### src/rtl/dbuf_pkg.sv
// Shared types and helpers for the dbuf_filt multi-channel deglitch buffer.
package dbuf_pkg;

   typedef enum logic {
      DBUF_STABLE  = 1'b0,
      DBUF_QUALIFY = 1'b1
   } dbuf_state_e;

   localparam int WIDTH_MIN    = 1;
   localparam int WIDTH_MAX    = 32;
   localparam int SYNC_MIN     = 2;
   localparam int SYNC_MAX     = 4;
   localparam int FILT_CNT_MIN = 1;
   localparam int FILT_CNT_MAX = 255;

   // Qualification counter width: max(1, clog2(n)).
   function automatic int cnt_w(input int n);
      int c;
      c = $clog2(n);
      return (c < 1) ? 1 : c;
   endfunction

endpackage

### src/rtl/dbuf_filt_chan.sv
// One dbuf_filt channel: synchroniser, stability filter FSM, sticky glitch flag
// and, with DBUF_FILT_EDGE_EN defined, registered rise/fall pulses.
module dbuf_filt_chan
   import dbuf_pkg::*;
#(
   parameter int   SYNC_STAGES = 2,
   parameter int   FILT_CNT    = 8,
   parameter logic RST_VAL     = 1'b0
) (
   input  logic clk,
   input  logic rst_n,
   input  logic d,
   input  logic glitch_clr,
   output logic o,
`ifdef DBUF_FILT_EDGE_EN
   output logic rise,
   output logic fall,
`endif
   output logic glitch
);

   localparam int            CW       = cnt_w(FILT_CNT);
   localparam logic [CW-1:0] CNT_LAST = CW'(FILT_CNT - 1);

   logic [SYNC_STAGES-1:0] sync_p0;
   logic                   s;
   dbuf_state_e            state, state_nxt;
   logic [CW-1:0]          cnt, cnt_nxt;
   logic                   o_nxt;
   logic                   gset;

   always_ff @(posedge clk or negedge rst_n) begin
      if (!rst_n) sync_p0 <= {SYNC_STAGES{RST_VAL}};
      else        sync_p0 <= {sync_p0[SYNC_STAGES-2:0], d};
   end

   assign s = sync_p0[SYNC_STAGES-1];

   // filter stage: s must differ from o for FILT_CNT consecutive edges
   always_comb begin
      state_nxt = state;
      cnt_nxt   = cnt;
      o_nxt     = o;
      gset      = 1'b0;
      case (state)
         DBUF_STABLE: begin
            if (s != o) begin
               if (FILT_CNT == 1) begin
                  o_nxt = ~o;
               end else begin
                  state_nxt = DBUF_QUALIFY;
                  cnt_nxt   = CW'(1);
               end
            end
         end
         DBUF_QUALIFY: begin
            if (s != o) begin
               if (cnt == CNT_LAST) begin
                  o_nxt     = ~o;
                  cnt_nxt   = '0;
                  state_nxt = DBUF_STABLE;
               end else begin
                  cnt_nxt = cnt + 1'b1;
               end
            end else begin
               cnt_nxt   = '0;
               state_nxt = DBUF_STABLE;
               gset      = 1'b1;
            end
         end
         default: begin
            cnt_nxt   = '0;
            state_nxt = DBUF_STABLE;
         end
      endcase
   end

   always_ff @(posedge clk or negedge rst_n) begin
      if (!rst_n) begin
         state  <= DBUF_STABLE;
         cnt    <= '0;
         o      <= RST_VAL;
         glitch <= 1'b0;
      end else begin
         state  <= state_nxt;
         cnt    <= cnt_nxt;
         o      <= o_nxt;
         // a new glitch on the clearing edge takes priority over the clear
         glitch <= gset | (glitch & ~glitch_clr);
      end
   end

`ifdef DBUF_FILT_EDGE_EN
   always_ff @(posedge clk or negedge rst_n) begin
      if (!rst_n) begin
         rise <= 1'b0;
         fall <= 1'b0;
      end else begin
         rise <= o_nxt & ~o;
         fall <= ~o_nxt & o;
      end
   end
`endif

endmodule

### src/rtl/dbuf_filt.sv
// dbuf_filt: WIDTH independent synchronise-and-deglitch channels.
// Optional rise/fall edge pulses are built when DBUF_FILT_EDGE_EN is defined.
module dbuf_filt
   import dbuf_pkg::*;
#(
   parameter int   WIDTH       = 4,
   parameter int   SYNC_STAGES = 2,
   parameter int   FILT_CNT    = 8,
   parameter logic RST_VAL     = 1'b0
) (
   input  logic             CLK,
   input  logic             RSTB,
   input  logic             CELV,
   input  logic             CELG,
   input  logic             SUB,
   input  logic [WIDTH-1:0] i,
   output logic [WIDTH-1:0] o,
   output logic [WIDTH-1:0] glitch,
   input  logic             glitch_clr
`ifdef DBUF_FILT_EDGE_EN
   ,
   output logic [WIDTH-1:0] rise,
   output logic [WIDTH-1:0] fall
`endif
);

   // supply pins exist only for netlist compatibility
   logic supply_unused;
   assign supply_unused = ^{CELV, CELG, SUB};

   for (genvar g = 0; g < WIDTH; g++) begin : g_chan
      dbuf_filt_chan #(
         .SYNC_STAGES (SYNC_STAGES),
         .FILT_CNT    (FILT_CNT),
         .RST_VAL     (RST_VAL)
      ) u_chan (
         .clk        (CLK),
         .rst_n      (RSTB),
         .d          (i[g]),
         .glitch_clr (glitch_clr),
         .o          (o[g]),
`ifdef DBUF_FILT_EDGE_EN
         .rise       (rise[g]),
         .fall       (fall[g]),
`endif
         .glitch     (glitch[g])
      );
   end

endmodule

### config.mk
export PLATFORM = sky130hd
export DESIGN_NAME = dbuf_filt
export DESIGN_NICKNAME = d
export VERILOG_FILES = /design/src/rtl/dbuf_pkg.sv /design/src/rtl/dbuf_filt_chan.sv /design/src/rtl/dbuf_filt.sv
export SDC_FILE = /design/constraint.sdc
export NUM_CORES = 1
export LEC_CHECK = 0
export ABC_AREA = 1
export ABC_CLOCK_PERIOD_IN_PS = 1350
export CORE_MARGIN = 4
export CORE_UTILIZATION = 40
export CTS_CLUSTER_DIAMETER = 200
export DETAILED_ROUTE_END_ITERATION = 8
export PLACE_DENSITY = 0.72
export SETUP_SLACK_MARGIN = 0.05
export SLEW_MARGIN = 20
export SYNTH_ARGS = -nofsm -noshare
export SYNTH_HDL_FRONTEND = slang
export SYNTH_SLANG_ARGS = --single-unit
### constraint.sdc
create_clock -name CLK -period 1.35 [get_ports CLK]
set_input_delay 0.3375 -clock CLK [delete_from_list [all_inputs] [get_ports CLK]]
set_output_delay 0.3375 -clock CLK [all_outputs]
set_load 0.005 [all_outputs]
==> results by group, run 1 <==
Status
  • Status: finished, final reports clean

Timing
  • Max-Slew Margin vs Limit: 0.864
  • Max-slew violations: 0
  • Clock Skew: 0.00287 ns
  • Measured slew at the worst slew-check pin: 0.204 ns
  • Final worst-path cycle share: 0.945
  • Final Hold Fails: 0
  • Setup TNS: 0 ns
  • Unrepaired setup endpoints after global routing: yes
  • Max Fclk: 0.784 GHz
  • Setup violations, final: 0
  • Final Critical Period: 1.28 ns

CTS
  • Hold-fix buffers, CTS: 0
  • Cts bufs inserted: 5
  • Latest clock arrival within the worst-skew pair: 0.33 ns
  • Clk pin slew, worst setup/hold paths: 0.09 ns
  • Clk buf depth: 2
  • Number of clock sinks: 32
  • Clk root buf: clkbuf_4
  • Htree depth: 2
  • CTS tree: done

Route
  • Routed len/inst: 11.3 um
  • Post-route ant nets: 0
  • DRT Pass-1 Iters: 4
  • DRC viols: 0
  • Total number of vias: 1000
  • First DRT Iteration DRCs: 38
  • Final WL: 2430 um
  • Vias/cell: 4.65

Worst setup path
  • R2r setup slk: 0.15 ns
  • Largest stage delay, worst path: 0.40 ns
  • CP Capture Type: primary output
  • CP max-delay cell: dfrtp_1
  • CP Max Fanout: 2
  • Worst endpoint required time: 1.01 ns
  • CP arrival: 0.94 ns
  • Startpoint Class: flop
  • CP top delay family: flip-flops
  • Critical path type: flop to primary output
  • Worst path cell trace: clkdlybuf4s15_1
  • Crit path buf inv count: 1

Floorplan
  • Initial core utilization: 0.417
  • Chip height: 67.0 um
  • Core ar.: 3340 sq um
  • Die span in x: 67.0 um
  • Die ar.: 4490 sq um
  • Core Rows: 21
  • IO Count: 18

Power and ir drop
  • Sw Ratio: 0.327
  • Max IR drop VDD: 0.000913 V
  • Clk network pwr share: 0.205
  • Cell Pwr Density: 1660 nW/um^2
  • Tot Pwr: 0.00276 W
  • Sequential power share: 0.501
  • Combinational fraction of design power: 0.294
  • Int Power: 0.00185 W
  • Leak pwr: 0.892 nW
  • Net Sw Power: 0.000901 W

Logic synthesis
  • Synth top area cells: dfrtp_1 (58%), nand2_1 (8.6%), ha_1 (7.2%)
  • Top-area cell type share of the netlist area: 0.576
  • Cell taking the most area after synthesis: dfrtp_1
  • Seq/Total Area, Yosys: 0.576
  • Post-Synthesis Cells: 144
  • Netlist Area Pre-Place: 1390 sq um
  • Post-Syn Nets: 162
  • YS warnings: 0
  • Yosys reg bits: 32
  • Commonest cells post-synth: dfrtp_1 (32), nand2_1 (32), inv_1 (24)
  • Unique masters post-synth: 10
  • Asr flop ratio synth: 1.00
  • Most used flip-flop cell after synthesis: dfrtp_1
  • Avg Cell Area, Syn: 9.66 sq um
  • EDFF count, synth: 0

Global routing
  • Vias in the first global route: 1058
  • Global-route wire length before repair: 4400 um
  • Grt ovf: 0
  • Largest net degree at the start of global routing: 33
  • Initial antenna violation count: 0
  • GRT Resource Usage Total: 0.134

Final layout
  • Antenna diodes: 0
  • Share of cells above drive strength 1: 0.172
  • P&R area growth vs syn: 19.5%
  • Layout Nets: 186

Job
  • Max Cap Viol: 0

Worst hold path
  • Hold/Removal Path Class: flop to flop

Placement
  • I/O Buffers: 14
  • Placer congestion estimate: 0.780
  • DP HPWL: 1700 um
## per-stage QoR
stage	instance area [sq um]	hold slack [ns]	utilization	worst slack, ns	cells
after floorplan	1390	0.0419	-	0.267	144
after global placement	1550	0.332	0.464	0.135	197
after detailed placement	1550	0.335	0.464	0.120	197
after CTS	1660	0.348	0.497	0.00662	212
after global routing	1660	0.365	0.498	0.0329	215
final	1660	0.353	0.498	0.0737	215
## flip-flops by register name, summed over array words and instances (netlist names)
name and count:
g_chan.u_chan.cnt 12, g_chan.u_chan.glitch 4, g_chan.u_chan.o 4, g_chan.u_chan.sync_p0 8, g_chan.u_chan.state 4
## what timing repair did
action                                 CTS  global route
gates resized for setup                 15             5
cloned                                   0             0
setup endpoints to repair                8             6
endpoints found under the hold margin    0             0
setup buffers                            7             3
## final timing paths
| path | startpoint | end | cells past startpoint |
|---|---|---|---|
| max in group asynchronous | RSTB | g_chan[1].u_chan.sync_p0[1] | 2 |
| worst max register to register | g_chan[1].u_chan.cnt[0] | g_chan[1].u_chan.cnt[0] | 5 |
| worst min register to register | g_chan[1].u_chan.sync_p0[0] | g_chan[1].u_chan.sync_p0[1] | 0 |
| worst min-delay path | g_chan[1].u_chan.sync_p0[0] | g_chan[1].u_chan.sync_p0[1] | 0 |
| worst max-delay path | g_chan[2].u_chan.o | o[2] | 1 |
| min in group asynchronous | RSTB | g_chan[3].u_chan.sync_p0[0] | 2 |
## area by class of cell
type	instances	area, sq um
well taps	46	57.6
multi-input cells	80	440
clock buffers	8	58.8
fillers	322	1670
flip-flops and latches	32	801
inverters	24	90.1
repair buffers	25	215
## power by group through the flow
stage | sequential (W) | combinational (W) | clock (W)
floorplan | 0.00136 | 0.000543 | 0
global placement | 0.00139 | 0.000676 | 0
finish | 0.00138 | 0.000811 | 0.000565
detailed placement | 0.00141 | 0.000735 | 0
global route | 0.00141 | 0.000954 | 0.000620
CTS | 0.00138 | 0.000810 | 0.000593
## cells in the final DEF (no fill, tap or decap)
| cell | instances |
|---|---|
| nand2_1 | 32 |
| dfrtp_1 | 32 |
| inv_1 | 24 |
| o21ai_0 | 12 |
| buf_4 | 10 |
| nand2_2 | 8 |
| nand3_1 | 8 |
| nand4_1 | 8 |
| ha_1 | 8 |
| clkdlybuf4s50_1 | 6 |
| clkbuf_4 | 5 |
| a21oi_1 | 4 |
| clkbuf_2 | 4 |
| clkdlybuf4s15_1 | 4 |
| clkbuf_1 | 2 |
| clkbuf_8 | 1 |
| buf_12 | 1 |
## layer usage
layer  share of wire  vias to the layer above  global-route usage
met3           0.037                        8              0.0405
met4           0.030                        0              0.0861
met2            0.51                       16               0.241
li1                -                      503                   -
met1            0.42                      473               0.132
met5               0                        -                   0
## cell families (layout without fill, tap and decap cells)
logic type / after synthesis / in the layout / share of synthesized area
AOI/OAI and AO/OA: 16 / 16 / 0.0576
adders and majority gates: 8 / 8 / 0.0719
buffers and inverters: 32 / 57 / 0.108
DFF: 32 / 32 / 0.576
and+or+nand+nor: 56 / 56 / 0.187
(Power assumes the default switching activity.)
==> run 2, diff against run 1 <==
--- a/config.mk
+++ b/config.mk
@@ -8,10 +8,10 @@
 export ABC_AREA = 1
 export ABC_CLOCK_PERIOD_IN_PS = 1350
 export CORE_MARGIN = 4
-export CORE_UTILIZATION = 40
+export CORE_UTILIZATION = 38
 export CTS_CLUSTER_DIAMETER = 200
 export DETAILED_ROUTE_END_ITERATION = 8
-export PLACE_DENSITY = 0.72
+export PLACE_DENSITY = 0.69
 export SETUP_SLACK_MARGIN = 0.05
 export SLEW_MARGIN = 20
 export SYNTH_ARGS = -nofsm -noshare
==> run 2 against run 1 <==
Power is 4.1% higher. First-iteration DRC count up 26%. Maximum frequency rose by 1.5%. Worst hold slack worse by 0.0073 ns. Utilization is 1.4 points lower. Clock skew is 0.0040 ns higher. Sequential share of layout area down 0.11 points. Via count down 2.2%. Largest power group unchanged.
==> results by group, run 2 (synthesis results as in run 1) <==
Status
  • Status: finished, final reports clean

CTS
  • Clk pin slew, worst setup/hold paths: 0.06 ns (-0.03 ns)
  • Cts bufs inserted: 5 (unchanged)
  • Number of clock sinks: 32 (unchanged)
  • CTS tree: done
  • Latest clock arrival within the worst-skew pair: 0.28 ns (-0.05 ns)
  • Hold-fix buffers, CTS: 0 (unchanged)
  • Clk root buf: clkbuf_8
  • Clk buf depth: 2 (unchanged)
  • Htree depth: 2 (unchanged)

Worst setup path
  • Worst endpoint required time: 1.01 ns (about the same)
  • Startpoint Class: flop
  • CP arrival: 0.92 ns (-0.02 ns)
  • Largest stage delay, worst path: 0.42 ns (+0.02 ns)
  • Worst path cell trace: clkdlybuf4s15_1
  • CP Max Fanout: 4 (+2)
  • CP top delay family: flip-flops
  • CP max-delay cell: dfrtp_1
  • CP Capture Type: primary output
  • Critical path type: flop to primary output
  • Crit path buf inv count: 1 (unchanged)

Floorplan
  • Core ar.: 3440 sq um (+3.1%)
  • Chip height: 68.5 um (+2.3%)
  • IO Count: 18 (unchanged)
  • Initial core utilization: 0.404 (-0.0127)
  • Die ar.: 4690 sq um (+4.6%)
  • Die span in x: 68.5 um (+2.3%)
  • Core Rows: 21 (unchanged)

Final layout
  • Layout Nets: 180 (-3.2%)
  • Share of cells above drive strength 1: 0.129 (-0.0428)
  • Final core utilization: 0.484 (-0.0141)
  • Biggest register: g_chan.u_chan.cnt
  • P&R area growth vs syn: 19.8%
  • Antenna diodes: 0 (unchanged)
  • Top Registers: g_chan.u_chan.cnt: 12 flops, g_chan.u_chan.sync_p0: 8 flops
  • Cell area after layout: 1670 sq um (+0.23%)
  • Max reg flops: 12 (unchanged)
  • Most frequent cells in the layout: nand2_1 (32), dfrtp_1 (32), inv_1 (24)

Route
  • Post-route ant nets: 0 (unchanged)
  • Routed len/inst: 11.2 um (-1.3%)
  • DRC viols: 0 (unchanged)
  • Total number of vias: 978 (-2.2%)
  • Final WL: 2330 um (-4.0%)
  • First DRT Iteration DRCs: 48 (+26%)
  • DRT Pass-1 Iters: 4 (unchanged)
  • Vias/cell: 4.68 (+0.61%)

Power and ir drop
  • Max IR drop VDD: 0.000506 V (-45%)
  • Cell Pwr Density: 1720 nW/um^2 (+3.8%)
  • Leak pwr: 0.887 nW (-0.53%)

Timing
  • Clock Skew: 0.00690 ns (+0.00403 ns)
  • Max-slew violations: 0 (unchanged)
  • Max Fclk: 0.795 GHz (+1.5%)
  • Setup violations, final: 0 (unchanged)
  • Final Critical Period: 1.26 ns (-0.0190 ns)
  • Measured slew at the worst slew-check pin: 0.220 ns (+0.0162 ns)
  • Final Hold Fails: 0 (unchanged)
  • Hold WS: 0.346 ns (-0.00732 ns)
  • Final worst slack: 0.0927 ns (+0.0190 ns)
  • Max-Slew Margin vs Limit: 0.853 (-0.0108)
  • Setup TNS: 0 ns (unchanged)
  • Final worst-path cycle share: 0.931 (-0.0141)
  • Unrepaired setup endpoints after global routing: no

Global routing
  • Grt ovf: 0 (unchanged)
  • Initial antenna violation count: 0 (unchanged)
  • GRT Resource Usage Total: 0.125 (-0.00898)
  • Vias in the first global route: 982 (-7.2%)
  • Largest net degree at the start of global routing: 33 (unchanged)
  • Global-route wire length before repair: 4230 um (-3.8%)

Job
  • Max Cap Viol: 0 (unchanged)

Placement
  • Placer congestion estimate: 0.808 (+3.5%)
  • Pre-CTS WS: 0.100 ns (-0.0196 ns)
  • DP HPWL: 1700 um (about the same)
  • Placement Cell Area: 1550 sq um (unchanged)
  • I/O Buffers: 14 (unchanged)

Worst hold path
  • Hold/Removal Path Class: flop to flop
==> run 2: repair_timing <==
action                     4_1_cts  5_1_grt
gates resized for setup          8        5
buffers inserted                 4        0
setup endpoints to repair        8        5
==> run 2: path summary, 6_finish.rpt <==
kind / from / endpoint / slack [ns] / depth (start not counted)
worst max-delay path: g_chan[2].u_chan.o / o[2] / 0.09 / 1
worst min-delay path: g_chan[2].u_chan.sync_p0[0] / g_chan[2].u_chan.sync_p0[1] / 0.35 / 0
worst max register to register: g_chan[1].u_chan.cnt[0] / g_chan[1].u_chan.cnt[2] / 0.15 / 4
worst min register to register: g_chan[2].u_chan.sync_p0[0] / g_chan[2].u_chan.sync_p0[1] / 0.35 / 0
max in group asynchronous: RSTB / g_chan[1].u_chan.sync_p0[1] / 0.75 / 2
min in group asynchronous: RSTB / g_chan[1].u_chan.o / 0.43 / 2
==> run 2: layer usage <==
metal / global-route usage / wire length, um / vias up
met4: 0.0769 / 50 / 0
li1: - / - / 489
met3: 0.0502 / 123 / 6
met5: 0 / 0 / -
met1: 0.139 / 985 / 462
met2: 0.200 / 1180 / 21
==> run 2: layout make-up <==
| type | instances | area, sq um |
|---|---|---|
| Clock buffer | 6 | 82.6 |
| Clock inverter | 2 | 10.0 |
| Fill cell | 325 | 1780 |
| Inverter | 24 | 90.1 |
| Multi-Input combinational cell | 80 | 440 |
| Sequential cell | 32 | 801 |
| Tap cell | 46 | 57.6 |
| Timing Repair Buffer | 19 | 185 |
==> run 2: metrics by stage <==
| stage | power [W] | cells |
|---|---|---|
| 5_1_grt | 0.00311 | 209 |
| 6_report | 0.00287 | 209 |
| 4_1_cts | 0.00290 | 209 |
| 3_3_place_gp | 0.00207 | 197 |
| 2_1_floorplan | 0.00190 | 144 |
| 3_5_place_dp | 0.00215 | 197 |
==> run 2: where the power goes <==
group | switching [W] | internal (W) | total [W]
Sequential | 0.000185 | 0.00120 | 0.00139
Combinational | 0.000398 | 0.000355 | 0.000753
Clock | 0.000323 | 0.000406 | 0.000729
Total | 0.000907 | 0.00196 | 0.00287
==> edit 1: new RTL, settings of run 2 <==
Change the parameter `WIDTH` from 4 to 6.
--- a/src/rtl/dbuf_filt.sv
+++ b/src/rtl/dbuf_filt.sv
@@ -3,7 +3,7 @@
 module dbuf_filt
    import dbuf_pkg::*;
 #(
-   parameter int   WIDTH       = 4,
+   parameter int   WIDTH       = 6,
    parameter int   SYNC_STAGES = 2,
    parameter int   FILT_CNT    = 8,
    parameter logic RST_VAL     = 1'b0
Ports: changed (resized glitch, i and o); port bits go from 18 to 24. No check against the original RTL was run, so the function may have changed too.
==> edit 1 against run 2 <==
  * Sequential cell count grew 16
  * Global-route usage fell by 1.3 points
  * Clock power rose by 54%
  * Synthesized area up 56%
  * Wire length grew 52%
  * Total power increased by 58%
  * Design area increased by 57%
  * Non-clock buffer count grew 16
  * Worst setup slack gained 0.027 ns
  * Largest cell class unchanged
  * Highest routed layer unchanged
==> edit 1: results (changes against run 2) <==
[outcome]
outcome=finished, final reports clean

[placed_design]
gp_congestion=0.752  ; -6.8%
dpl.hpwl_mm=2.50  ; +47%
dp.cells=315  ; +60%
port_buffers=20  ; +6
dp_slack_ns=0.0976  ; -0.00256 ns
postPlaceCellArea_mm2=0.00241  ; +56%

[yosys]
synth_commonest_cells=58 x nand2_1, 48 x dfrtp_1, 31 x inv_1, 18 x nand3_1, 17 x nand2_2
synth.distinct_cells=13  ; +3
synth_cells=231  ; +60%
synth_compound_area_share_pct=5.35  ; -0.40 points
yosysSeqAreaShare_pct=55.3  ; -2.3 points
syn-num-nets=257  ; +59%
ys_top_cells_by_area=dfrtp_1 55%, nand2_1 10%, ha_1 8.1%, inv_1 5.4%, nand2_2 4.9%
synth_fa_ha_area_share_pct=8.06  ; +0.87 points

[global_routing]
grt_pass1_vias=1505  ; +53%
grt_max_degree=49  ; +48%
grt_pass1_wl_mm=6.36  ; +50%
track_usage_pct=11.2  ; -1.3 points

[cells_and_area]
reg_top3=g_chan.u_chan.cnt: 18 flops, g_chan.u_chan.sync_p0: 12 flops
layout-drive-gt1-share_pct=17.9  ; +5.1 points
nNetsFinal=287  ; +59%
fin_cells=334  ; +60%

[critical_path]
rr_worst_depth=5  ; +1
max_stage_delay_ns=0.39  ; -0.03 ns
cp_data_arrival_time_ns=0.89  ; -0.03 ns
crit_fanout=2  ; -2
r2r_start=g_chan[4].u_chan.cnt[0]
r2r_end=g_chan[4].u_chan.cnt[1]
cp_slowest_cell=dfrtp_1

[sta]
hold_ws_ns=0.00136  ; -0.344 ns
finClkSkew_ns=0.00297  ; -0.00392 ns
worst_slew_pin_slew_ns=0.272  ; +0.0516 ns
min_period_ns=1.23  ; -0.0268 ns

[drt]
drtIter0Drc=35  ; -27%
routed_via_density=4.51  ; -3.6%
wl_per_cell_um=10.6  ; -5.1%

[power]
p_comb_share_pct=29.5  ; +3.2 points
power_mw=4.52  ; +58%
p_leak_nw=1.41  ; +59%
pg_clk_mw=1.12  ; +54%

[min_path]
hold_class=input port to async pin

[clock_tree]
cts_root_buf=clkbuf_8
clk_pin_slew_ns=0.08  ; +0.02 ns
clock_latency_ns=0.30  ; +0.02 ns
ctsResizeCount=14  ; +6
post_cts_buffers=8  ; +4

-- edit 1: cell types whose count changed after synthesis, moves of 3 or more --
cell	change
dfrtp_1	+16
nand2_1	+26
ha_1	+6
nand3_1	+10
nor2_1	+3
buf_4	+4
o21ai_2	+3
inv_1	+7
inv_2	+3
nand2_2	+9
-- edit 1: layout make-up --
class	count	area (um2)
multi-input cells	137	754
repair buffers	35	320
inverters	34	128
fillers	527	2920
well taps	72	90.1
clock inverters	1	30.0
flip-flops and latches	48	1200
clock buffers	7	96.3
-- edit 1: routing by layer --
layer / share of wire [%] / up-vias / GRT usage, %
li1: - / 774 / -
met1: 47 / 697 / 13.8
met2: 47 / 28 / 18.2
met3: 4.0 / 7 / 3.55
met4: 1.7 / 0 / 4.68
met5: 0 / - / 0
-- edit 1: logic make-up (layout without fill, tap and decap cells) --
logic type	Yosys count	count (layout)
flops	48	48
fa+ha+maj	14	14
buf+inv	46	77
compound gates	21	21
simple gates	102	102
==> edit 2: new RTL, flow settings as in run 2 <==
Made on the original files. Register the output `o`, without a reset; this adds one clock of latency there. The other outputs are not delayed to match.
--- a/src/rtl/dbuf_filt.sv
+++ b/src/rtl/dbuf_filt.sv
@@ -24,6 +24,8 @@
 `endif
 );
 
+   logic [WIDTH-1:0] o_d;
+
    // supply pins exist only for netlist compatibility
    logic supply_unused;
    assign supply_unused = ^{CELV, CELG, SUB};
@@ -38,7 +40,7 @@
          .rst_n      (RSTB),
          .d          (i[g]),
          .glitch_clr (glitch_clr),
-         .o          (o[g]),
+         .o          (o_d[g]),
 `ifdef DBUF_FILT_EDGE_EN
          .rise       (rise[g]),
          .fall       (fall[g]),
@@ -47,5 +49,9 @@
       );
    end
 
+   always_ff @(posedge CLK) begin
+       o <= o_d;
+   end
+
 endmodule
 
Function: no difference found for any inputs over 10 cycles, from zero or initial values and one cycle with RSTB low; that may be too few to reach the edited logic, so the function may still have changed.
==> edit 2 against run 2 <==
  * Total power grew 5.5%
  * Largest power group unchanged
  * Synthesized area grew 3.6%
  * Clock power grew 3.8%
  * Non-clock buffer count shrank 2
  * Fmax shrank 0.93%
  * Worst setup slack lost 0.012 ns
  * Design area grew 3.7%
  * Highest routed layer unchanged
  * Sequential cell count grew 4
  * Via count grew 3.8%
  * Synthesized cell count is the same
  * Wire length grew 6.2%
  * Global-route usage shrank 1.4 points
  * Die area grew 3.2%
==> edit 2: results (changes against run 2) <==
[min_path]
hp-start=g_chan[1].u_chan.sync_p0[0]

[clock_tree]
clkSinkCount=36  ; +13%
post_cts_buffers=2  ; -2
h-tree-depth=2  ; unchanged
cts_root_buf=clkbuf_8

[yosys]
synth_commonest_cells=32 x dfrtp_1, 32 x nand2_1, 24 x inv_1, 12 x o21ai_0
avgSynthCellArea_um2=10.0  ; +3.6%
yosysWarnings=0  ; unchanged
synth.distinct_cells=11  ; +1
syn-num-nets=162  ; unchanged
async_flop_share_pct=88.9  ; -11 points
yosysSeqAreaShare_pct=61.1  ; +3.6 points
ys_top_cells_by_area=dfrtp_1 56%, nand2_1 8.3%, ha_1 6.9%, inv_1 6.3%, dfxtp_1 5.6%

[global_routing]
track_usage_pct=11.1  ; -1.4 points
grt_pass1_vias=1049  ; +6.8%
grt_pass1_wl_mm=4.25  ; +0.50%

[cells_and_area]
fin_cells=213  ; +1.9%
layout-drive-gt1-share_pct=10.3  ; -2.6 points
bufAreaShareNonClock_pct=9.63  ; -1.5 points
nNetsFinal=182  ; +1.1%
fillerInstances=348  ; +7.1%
register_area_um2=881  ; +10%
clkbuf_count=8  ; +2
multi_input_area_share_pct=25.5  ; -0.94 points
nNonClkBuffers=17  ; -2
clock_cell_area_share_pct=5.21  ; -0.34 points

[placed_design]
gp_congestion=0.782  ; -3.2%
dp.cells=203  ; +3.0%
postPlaceCellArea_mm2=0.00163  ; +5.3%
dpl.hpwl_mm=1.80  ; +5.7%
dp_slack_ns=0.159  ; +0.0591 ns

[die]
die_w_um=69.6  ; +1.6%

[power]
pg_clk_uw=757  ; +3.8%
p_comb_share_pct=23.4  ; -2.9 points
p_switching_uw=930  ; +2.6%
vdd_drop_max_mv=0.886  ; +75%
p_leak_nw=0.913  ; +2.9%
power_switching_share_pct=30.7  ; -0.87 points

[critical_path]
max_stage_delay_ns=0.39  ; -0.03 ns
r2r_start=g_chan[2].u_chan.cnt[0]
crit_start=g_chan[1].u_chan.glitch
cp_data_arrival_time_ns=0.93
crit_fanout=2  ; -2

[outcome]
outcome=finished, final reports clean

[sta]
worst_slew_pin_slew_ns=0.212  ; -0.00818 ns
finClkSkew_ns=0.00319  ; -0.00371 ns

[drt]
drtIter0Drc=34  ; -29%
routed_wl_mm=2.48  ; +6.2%
dr.pass1.iters=2  ; -2
routed_via_density=4.77  ; +1.8%

## edit 2: changes by cell type after synthesis, sizes merged
| cell | before | now |
|---|---|---|
| buf | 8 | 4 |
| dfxtp | 0 | 4 |
## edit 2: path summary, 6_finish.rpt
path / depth (start not counted) / to / slack [ns]
worst min register to register: 0 / g_chan[1].u_chan.sync_p0[1] / 0.35
worst min-delay path: 0 / g_chan[1].u_chan.sync_p0[1] / 0.35
min in group asynchronous: 2 / g_chan[2].u_chan.sync_p0[0] / 0.42
worst max-delay path: 1 / glitch[1] / 0.08
worst max register to register: 5 / g_chan[2].u_chan.cnt[0] / 0.14
max in group asynchronous: 2 / g_chan[0].u_chan.cnt[2] / 0.75
## edit 2: cell families after synthesis
kind of cell	Yosys count	share of synthesized area, %
fa+ha+maj	8	6.94
compound gates	16	5.56
flops	36	61.1
simple gates	56	18.1
buf+inv	28	8.33
## edit 2: metal layers
metal,track usage [%],share of wire (%)
met3,4.06,4.3
met5,0,0
met4,6.29,2.2
met1,12.2,43
met2,18.4,50
